### src/rtl/custom_axi_ip_pkg.sv
// Shared types and constants for the custom AXI IP command issuer.
// Downstream status encodings and issuer FSM states live here.
package custom_axi_ip_pkg;

    typedef enum logic [1:0] {
        STAT_IDLE  = 2'd0,
        STAT_BUSY  = 2'd1,
        STAT_DONE  = 2'd2,
        STAT_ERROR = 2'd3
    } status_e;

    typedef enum logic [1:0] {
        ST_IDLE      = 2'd0,
        ST_WAIT_BUSY = 2'd1,
        ST_WAIT_IDLE = 2'd2
    } issuer_state_e;

    localparam int unsigned TIMEOUT_DEFAULT = 8;
    localparam int unsigned CNT_W           = 16;

endpackage

### src/rtl/custom_axi_ip_cmd_fifo.sv
// Command FIFO: power-of-two depth, registered occupancy count.
// Push while full is accepted only when a pop frees the slot.
module custom_axi_ip_cmd_fifo #(
    parameter int unsigned DATA_WIDTH = 32,
    parameter int unsigned DEPTH      = 4
) (
    input  logic                     clk_i,
    input  logic                     rst_i,
    input  logic                     push_i,
    input  logic [DATA_WIDTH-1:0]    data_i,
    input  logic                     pop_i,
    output logic [DATA_WIDTH-1:0]    data_o,
    output logic                     full_o,
    output logic                     empty_o,
    output logic [$clog2(DEPTH):0]   level_o
);

    localparam int unsigned AW = $clog2(DEPTH);

    logic [DATA_WIDTH-1:0] mem_q [DEPTH];
    logic [AW-1:0]         wr_q, wr_d;
    logic [AW-1:0]         rd_q, rd_d;
    logic [AW:0]           cnt_q, cnt_d;
    logic                  do_push, do_pop;

    assign full_o  = (cnt_q == (AW+1)'(DEPTH));
    assign empty_o = (cnt_q == '0);
    assign level_o = cnt_q;
    assign data_o  = mem_q[rd_q];

    assign do_pop  = pop_i && !empty_o;
    assign do_push = push_i && (!full_o || do_pop);

    always_comb begin
        wr_d  = do_push ? wr_q + AW'(1) : wr_q;
        rd_d  = do_pop  ? rd_q + AW'(1) : rd_q;
        cnt_d = cnt_q;
        case ({do_push, do_pop})
            2'b10:   cnt_d = cnt_q + (AW+1)'(1);
            2'b01:   cnt_d = cnt_q - (AW+1)'(1);
            default: cnt_d = cnt_q;
        endcase
    end

    always_ff @(posedge clk_i or posedge rst_i) begin
        if (rst_i) begin
            wr_q  <= '0;
            rd_q  <= '0;
            cnt_q <= '0;
        end else begin
            wr_q  <= wr_d;
            rd_q  <= rd_d;
            cnt_q <= cnt_d;
        end
    end

    // Storage needs no reset; pointers define validity.
    always_ff @(posedge clk_i) begin
        if (do_push) begin
            mem_q[wr_q] <= data_i;
        end
    end

endmodule

### src/rtl/custom_axi_ip_cmd_issuer.sv
// Issues queued commands one at a time to a downstream stage,
// tracking its IDLE/BUSY/DONE/ERROR handshake with a timeout.
module custom_axi_ip_cmd_issuer
    import custom_axi_ip_pkg::*;
#(
    parameter int unsigned DATA_WIDTH = 32,
    parameter int unsigned DEPTH      = 4,
    parameter int unsigned TIMEOUT    = TIMEOUT_DEFAULT
) (
    input  logic                     clk_i,
    input  logic                     rst_i,
    input  logic                     s_valid_i,
    input  logic [DATA_WIDTH-1:0]    s_data_i,
    output logic                     s_ready_o,
    input  logic [1:0]               status_i,
    output logic [DATA_WIDTH-1:0]    din_o,
    output logic                     enable_o,
    output logic [$clog2(DEPTH):0]   level_o,
    output logic [CNT_W-1:0]         issued_cnt_o,
    output logic                     error_o,
    input  logic                     clear_err_i
);

    localparam int unsigned TW = $clog2(TIMEOUT + 1);

    status_e               status;
    issuer_state_e         state_q, state_d;
    logic [DATA_WIDTH-1:0] din_q, din_d, head;
    logic                  en_q, en_d;
    logic                  err_q, err_d;
    logic [CNT_W-1:0]      cnt_q, cnt_d;
    logic [TW-1:0]         tcnt_q, tcnt_d;
    logic                  push, full, empty;
    logic                  issue, set_err, done, timed_out;

    assign status    = status_e'(status_i);
    assign s_ready_o = !full;
    assign push      = s_valid_i && s_ready_o;
    assign timed_out = (tcnt_q == TW'(TIMEOUT - 1));

    custom_axi_ip_cmd_fifo #(
        .DATA_WIDTH (DATA_WIDTH),
        .DEPTH      (DEPTH)
    ) u_fifo (
        .clk_i   (clk_i),
        .rst_i   (rst_i),
        .push_i  (push),
        .data_i  (s_data_i),
        .pop_i   (issue),
        .data_o  (head),
        .full_o  (full),
        .empty_o (empty),
        .level_o (level_o)
    );

    always_ff @(posedge clk_i or posedge rst_i) begin
        if (rst_i) begin
            state_q <= ST_IDLE;
        end else begin
            state_q <= state_d;
        end
    end

    always_comb begin
        state_d = state_q;
        unique case (state_q)
            ST_IDLE: begin
                if (!empty && status == STAT_IDLE) state_d = ST_WAIT_BUSY;
            end
            ST_WAIT_BUSY: begin
                if (status == STAT_BUSY || status == STAT_DONE) begin
                    state_d = ST_WAIT_IDLE;
                end else if (status == STAT_ERROR) begin
                    state_d = ST_IDLE;
                end else if (timed_out) begin
                    state_d = ST_IDLE;
                end
            end
            ST_WAIT_IDLE: begin
                if (status == STAT_IDLE) state_d = ST_IDLE;
            end
            default: state_d = ST_IDLE;
        endcase
    end

    always_comb begin
        issue   = 1'b0;
        set_err = 1'b0;
        done    = 1'b0;
        tcnt_d  = tcnt_q;
        unique case (state_q)
            ST_IDLE: begin
                issue = !empty && status == STAT_IDLE;
                if (issue) tcnt_d = '0;
            end
            ST_WAIT_BUSY: begin
                if (status == STAT_ERROR) begin
                    set_err = 1'b1;
                end else if (status == STAT_IDLE) begin
                    // A silent downstream drops the command after TIMEOUT cycles.
                    if (timed_out) set_err = 1'b1;
                    else           tcnt_d  = tcnt_q + TW'(1);
                end
            end
            ST_WAIT_IDLE: begin
                done    = (status == STAT_IDLE);
                set_err = (status == STAT_ERROR);
            end
            default: begin
                issue = 1'b0;
            end
        endcase
    end

    assign din_d = issue ? head : din_q;
    assign en_d  = issue;
    assign cnt_d = done ? cnt_q + CNT_W'(1) : cnt_q;
    assign err_d = set_err ? 1'b1 : (clear_err_i ? 1'b0 : err_q);

    always_ff @(posedge clk_i or posedge rst_i) begin
        if (rst_i) begin
            din_q  <= '0;
            en_q   <= 1'b0;
            err_q  <= 1'b0;
            cnt_q  <= '0;
            tcnt_q <= '0;
        end else begin
            din_q  <= din_d;
            en_q   <= en_d;
            err_q  <= err_d;
            cnt_q  <= cnt_d;
            tcnt_q <= tcnt_d;
        end
    end

    assign din_o        = din_q;
    assign enable_o     = en_q;
    assign issued_cnt_o = cnt_q;
    assign error_o      = err_q;

endmodule
### config.mk
export PLATFORM = sky130hd
export DESIGN_NAME = custom_axi_ip_cmd_issuer
export DESIGN_NICKNAME = d
export VERILOG_FILES = /design/src/rtl/custom_axi_ip_pkg.sv /design/src/rtl/custom_axi_ip_cmd_fifo.sv /design/src/rtl/custom_axi_ip_cmd_issuer.sv
export SDC_FILE = /design/constraint.sdc
export NUM_CORES = 1
export LEC_CHECK = 0
export CORE_MARGIN = 8
export CORE_UTILIZATION = 30
export DETAILED_ROUTE_END_ITERATION = 16
export GPL_ROUTABILITY_DRIVEN = 0
export HOLD_SLACK_MARGIN = 0.12
export SLEW_MARGIN = 30
export SYNTH_ARGS = -nofsm -noshare
export SYNTH_HDL_FRONTEND = slang
export SYNTH_SLANG_ARGS = --single-unit
### constraint.sdc
create_clock -name clk_i -period 5.7 [get_ports clk_i]
set_input_delay 1.71 -clock clk_i [delete_from_list [all_inputs] [get_ports clk_i]]
set_output_delay 1.71 -clock clk_i [all_outputs]
set_load 0.01 [all_outputs]
### Yosys cells after proc, flatten, opt, wreduce, memory -nomap -nowiden

Memory sizes are Yosys's and may differ from the RTL's. A register that Yosys moved wholly into a read port is not among the register bits.
Cells that the tools add are included.

* register bits after elaboration: 31
* bits in writable memories: 128
* output and inout bits: 54
* word-level logic and storage cells: 68
* memories: 1

* add/sub/neg operators: 6
* equal/unequal tests: 15
* multiplexer cells: 22
* reductions and logical operators: 16

Memory list
* u_fifo.mem_q: depth 4, width 32, rd ports 1, clocked after memory_dff 1, wr ports 1, line custom_axi_ip_cmd_fifo.sv:20 `logic [DATA_WIDTH-1:0] mem_q [DEPTH];`

Operators with widths (number)
* 16-bit by 1-bit adder with 16-bit output (second input constant): 1
* 4-bit 2-to-1 mux: 4
* 2-bit 2-to-1 mux: 5
* 2-bit inequality test (second input constant): 5
* 1-bit 2-to-1 mux: 9
* 2-bit equality test (second input constant): 4
* 4-bit one-hot mux with 2 select lines: 1
* 2-bit by 1-bit equality test with 1-bit output (second input constant): 3
* 2-bit one-hot mux with 3 select lines: 1
* 3-bit one-hot mux with 2 select lines: 1
* 2-bit nonzero test: 3
* 5-bit AND reduction: 1
* 2-bit by 1-bit adder with 2-bit output (second input constant): 2
* 4-bit by 1-bit adder with 4-bit output (second input constant): 1
* 4-bit by 3-bit equality test with 1-bit output (second input constant): 1
* 1-bit logical AND: 4
* 2-bit logical NOT: 2
* 4-bit inequality test (second input constant): 1
* 3-bit by 1-bit adder with 3-bit output (second input constant): 1
* 3-bit equality test (second input constant): 1
* 3-bit logical NOT: 1
* 3-bit AND reduction: 1
* 3-bit by 1-bit subtractor with 3-bit output (second input constant): 1
* 1-bit logical NOT: 2
* other kinds (2): 3

### Depth between registers and ports, before layout

* word-level depth: 9
* depth in mapped cells: 11
* mapped depth without buffers: 10

### By module

Synthesis repeated with hierarchy kept, for this count alone.

* cells, all modules: 473
* area, all modules: 7556.0 sq um

Modules (own cells, without submodules)
* custom_axi_ip_cmd_fifo: instances 1, cells each 222, area an instance 5126.2 sq um
* custom_axi_ip_cmd_issuer: instances 1, cells each 251, area an instance 2429.8 sq um

### Worst setup path after synthesis

OpenSTA, ideal clock, no wires.

* kind: input port to flip-flop
* from: in status_i[0]
* to: reg u_fifo.cnt_q[2], in the netlist u_fifo.level_o[2]
* data arrival time: 3.495 ns
* slack: 2.126 ns
* cell stages on the path: 11
* buffers on the path: 1
* cells stage by stage: inv_1 > ha_1 > nand3_1 > inv_2 > buf_2 > ha_1 > inv_1 > fa_1 > xor2_1 > nor2_1 > xor2_1

* cells in the longest elaborated chain, start to end: 8
* elaborated cells between the ends (all ways): 10
* those cells by class: eq/ne: 2; mux: 2; reduce/logical: 6

Ends and longest elaborated chain
* from (decl): line custom_axi_ip_cmd_issuer.sv:15 `input logic [1:0] status_i,`
* 2-bit logical NOT (*): line custom_axi_ip_cmd_issuer.sv:93 `issue = !empty && status == STAT_IDLE;`
* 1-bit logical AND (*): line custom_axi_ip_cmd_issuer.sv:93
* 1-bit 2-to-1 mux (*): line custom_axi_ip_cmd_issuer.sv:91 `unique case (state_q)`
* 1-bit logical AND (*): line custom_axi_ip_cmd_fifo.sv:31 `assign do_pop = pop_i && !empty_o;`
* net u_fifo.do_pop: line custom_axi_ip_cmd_fifo.sv:24 `logic do_push, do_pop;`
* 1-bit logical OR: line custom_axi_ip_cmd_fifo.sv:32 `assign do_push = push_i && (!full_o || do_pop);`
* 1-bit logical AND: line custom_axi_ip_cmd_fifo.sv:32
* 2-bit by 1-bit equality test with 1-bit output / 2-bit equality test (equally long branches): line custom_axi_ip_cmd_fifo.sv:38 `case ({do_push, do_pop})`
* 3-bit one-hot mux with 2 select lines / 2-bit nonzero test (equally long branches)
* to (signal assigned): line custom_axi_ip_cmd_fifo.sv:53 `cnt_q <= cnt_d;`
* to (decl): line custom_axi_ip_cmd_fifo.sv:23 `logic [AW:0] cnt_q, cnt_d;`

The timed path passes the listed nets; every way through them passes the cells marked *.
A chain may end at the register's enable or synchronous reset.

### Worst setup path in the final report

* from: in status_i[0]
* to: reg u_fifo.cnt_q[2], in the netlist u_fifo.level_o[2]

* cells in the longest elaborated chain, start to end: 8
* elaborated cells between the ends (all ways): 10
* those cells by class: eq/ne: 2; mux: 2; reduce/logical: 6

Ends and longest elaborated chain (line)
* 2-bit logical NOT (*): custom_axi_ip_cmd_issuer.sv:93
* 1-bit logical AND (*): custom_axi_ip_cmd_issuer.sv:93
* 1-bit 2-to-1 mux (*): custom_axi_ip_cmd_issuer.sv:91
* 1-bit logical AND (*): custom_axi_ip_cmd_fifo.sv:31
* 1-bit logical OR: custom_axi_ip_cmd_fifo.sv:32
* 1-bit logical AND: custom_axi_ip_cmd_fifo.sv:32
* 2-bit by 1-bit equality test with 1-bit output / 2-bit equality test (equally long branches): custom_axi_ip_cmd_fifo.sv:38
* 3-bit one-hot mux with 2 select lines / 2-bit nonzero test (equally long branches)

Mark *: on every way between the ends. The rest lies on a longest branch, timed or not.

==> run summary <==
Mapped Cells - 391
Post-Syn Area per Cell - 19.0 sq um
Power Total - 4.52 mW
Clock Skew - 0.0140 ns
Slowest cell on crit path - clkdlybuf4s50_1
Slew @ Worst Pin - 0.907 ns
Hold Buf Count CTS - 0
Slew margin rel. - 39.5%
Initial antenna violation count - 0
Cell family with most CP delay - adder cells
Leak pwr - 3.33 nW
Crit path max fanout - 8
Core footprint - 24,300 sq um
Tot GR Track Use - 10.4%
VDD IR max - 0.156 mV
Data required, critical path - 6.05 ns
Post-CTS sizing - 0
Top cell type's share of synthesized area - 51.8%
Syn-to-layout area delta - 26.1%
Final Hold Vio Count - 0
FP Rows - 57
Netlist Area Pre-Place - 7430 sq um
Largest net degree at the start of global routing - 35
Synth area leader - edfxtp_1
ANT nets after route - 0
Combinational Power Share - 28.6%
RR Startpoint - state_q[0]$_DFFE_PP0P_
Dpl ws - 1.72 ns
Syn Nets - 443
Met2 Usage GRT - 18.1%
Most frequent cell after synthesis - edfxtp_1
Ratio of cells with drive above 1 in the final layout - 22.0%
Hold WC Path Type - reg2reg
Int Pwr - 3.19 mW
Final worst slack - 2.15 ns
Status - finished clean
Fin Setup TNS - 0 ns
Max Clk Rate - 281 MHz
Worst-path cell chain - clkdlybuf4s50_1, inv_1, ha_1, nand3_1, inv_2, ha_1, inv_1, fa_1, xor2_1, nor2_1, xor2_1
Sw Ratio - 29.4%
Global-route wire length before repair - 24.0 mm
Net Sw Power - 1.33 mW
Clk pwr share - 24.6%
Crit path buffers/inverters - 4
Period minus WS final - 3.55 ns
CTS sink cnt - 191
Die W - 173 um
Seq/Total Area, Yosys - 73.0%
DRT Wirelength - 15.0 mm
CTS tree - yes
Area contributors post-synth - edfxtp_1, dfrtp_1, mux4_2
CP Launch Type - input port
CP endpoint kind - flop
Register share of total power - 46.8%
Initial DRC count - 192
RSZ-0062 raised after global routing - false
Synth Register Bits - 191
Multi-input gate area - 1910 sq um
Nets - 547
Critical Setup Path Class - in2reg
CP max stage delay - 0.42 ns
Post-synth ARST share - 33.0%
Worst flop-to-flop path endpoint - u_fifo.level_o[2]$_DFFE_PP0P_
Fin crit share - 62.3%
Vias/cell - 4.53
Worst r2r path cells - 10
GRT Residual Overflow - 0
Clock Latency Late Sink - 0.43 ns
Hold_ws - 0.471 ns
Detailed Place HPWL - 9.92 mm
Ant diodes - 0
Finish-stage setup viols - 0
Vias in the first global route - 4,216
# fillers - 2,237
Final Slew Violations - 0
H-tree depth - 4
Vias - 3,767
Synthesis warning total - 0
# DRC - 0
Met3 Use GR - 3.11%
Data arrival, critical path - 3.90 ns
Clock buffer count from CTS - 17
Power density cells - 483 nW/um^2
Pre-antenna DRT Iters - 4
CTS root buf - clkbuf_16
Routed len/inst - 18.1 um
Clk slew on worst S/H paths - 0.07 ns
Post-synth EDFFs - 128
Die Area - 30,000 sq um
Worst hold path cell count - 1
Flop2flop setup slack - 3.47 ns
Initial Utilization - 30.5%
Layer with the highest usage - met2
Post-synth cell types - 37
Met1 Use GR - 11.9%
Synth top cells by count - edfxtp_1, dfrtp_1, mux2_2, mux4_2, xnor2_1
CTS max path bufs - 2
Max-cap violations - 0
Register area - 5420 sq um
Hold Startpoint - issued_cnt_o[15]$_DFFE_PP0P_
Main synth FF type - edfxtp_1
Port Buffers - 91
Die Y-Extent - 173 um
Worst Hold Path EP - issued_cnt_o[15]$_DFFE_PP0P_
I/O Pins - 92
Post-CTS Setup Bufs - 0
cell type report:
type	instances	area share (%)
Sequential cell	191	57.9
Tap cell	324	4.33
Multi-Input combinational cell	173	20.4
Clock buffer	19	4.62
Clock inverter	13	1.28
Inverter	15	0.615
Timing Repair Buffer	97	10.8
logic make-up (layout without fill, tap and decap cells):
| kind of cell | Yosys count | after routing | synth area share, % |
|---|---|---|---|
| flops | 191 | 191 | 73.0 |
| mux | 68 | 68 | 15.1 |
| simple gates | 58 | 58 | 4.40 |
| buf+inv | 27 | 144 | 1.48 |
| xor+xnor | 21 | 21 | 2.48 |
| fa+ha+maj | 14 | 14 | 2.46 |
| compound gates | 12 | 12 | 1.04 |
how the worst max path moves through the flow:
stage                      startpoint  slack, ns                       endpoint  depth (start not counted)
after floorplan           status_i[0]       2.13  u_fifo.level_o[2]$_DFFE_PP0P_                         11
after detailed placement  status_i[0]       1.72  u_fifo.level_o[2]$_DFFE_PP0P_                         11
final                     status_i[0]       2.15  u_fifo.level_o[2]$_DFFE_PP0P_                         11
after global routing      status_i[0]       1.98  u_fifo.level_o[2]$_DFFE_PP0P_                         11
after global placement    status_i[0]       1.81  u_fifo.level_o[2]$_DFFE_PP0P_                         11
after CTS                 status_i[0]       2.17  u_fifo.level_o[2]$_DFFE_PP0P_                         11
registers in the layout, summed over array words and instances (netlist names):
name,flops
issued_cnt_o,16
error_o,1
din_o,32
state_q,2
enable_o,1
tcnt_q,4
u_fifo.level_o,3
u_fifo.wr_q,2
u_fifo.mem_q,128
u_fifo.rd_q,2
metal layers:
metal,wire [um],part of all wire (%),up-vias
met1,6330,42,1948
li1,-,-,1725
met5,0,0,-
met4,171,1.1,0
met3,669,4.5,13
met2,7850,52,81
placed cells by master, fill, tap and decap left out, types with 3 or more instances in the layout:
cell,synthesis,final
edfxtp_1,128,128
nand3_1,9,9
clkinv_4,0,3
clkinvlp_4,0,3
clkdlybuf4s50_1,0,91
ha_1,13,13
nand2_1,12,12
inv_1,14,13
xnor2_1,15,15
mux2_2,34,34
dfrtp_1,63,61
buf_16,0,3
and3_2,0,3
inv_8,0,4
nand4_1,6,6
o21ai_0,7,7
clkbuf_16,0,17
nand2b_1,3,3
mux4_2,32,32
inv_6,0,3
buf_4,0,3
nor2_1,6,6
and3_1,8,4
xor2_1,6,6
through the flow:
step / cell area, sq um / util [%] / cells
after floorplan: 7430 / - / 391
after CTS: 9360 / 38.5 / 832
after global routing: 9370 / 38.5 / 832
after global placement: 8720 / 35.9 / 797
final: 9370 / 38.5 / 832
after detailed placement: 8810 / 36.2 / 800
power by group through the flow:
stage	Combinational, mW	Clock [mW]	Sequential, mW
final	1.30	1.11	2.12
after global routing	1.41	1.20	2.17
after detailed placement	1.33	0	2.16
after global placement	1.26	0	2.15
after CTS	1.34	1.14	2.13
after floorplan	0.765	0	2.08
Power figures use the tool's default switching activity.
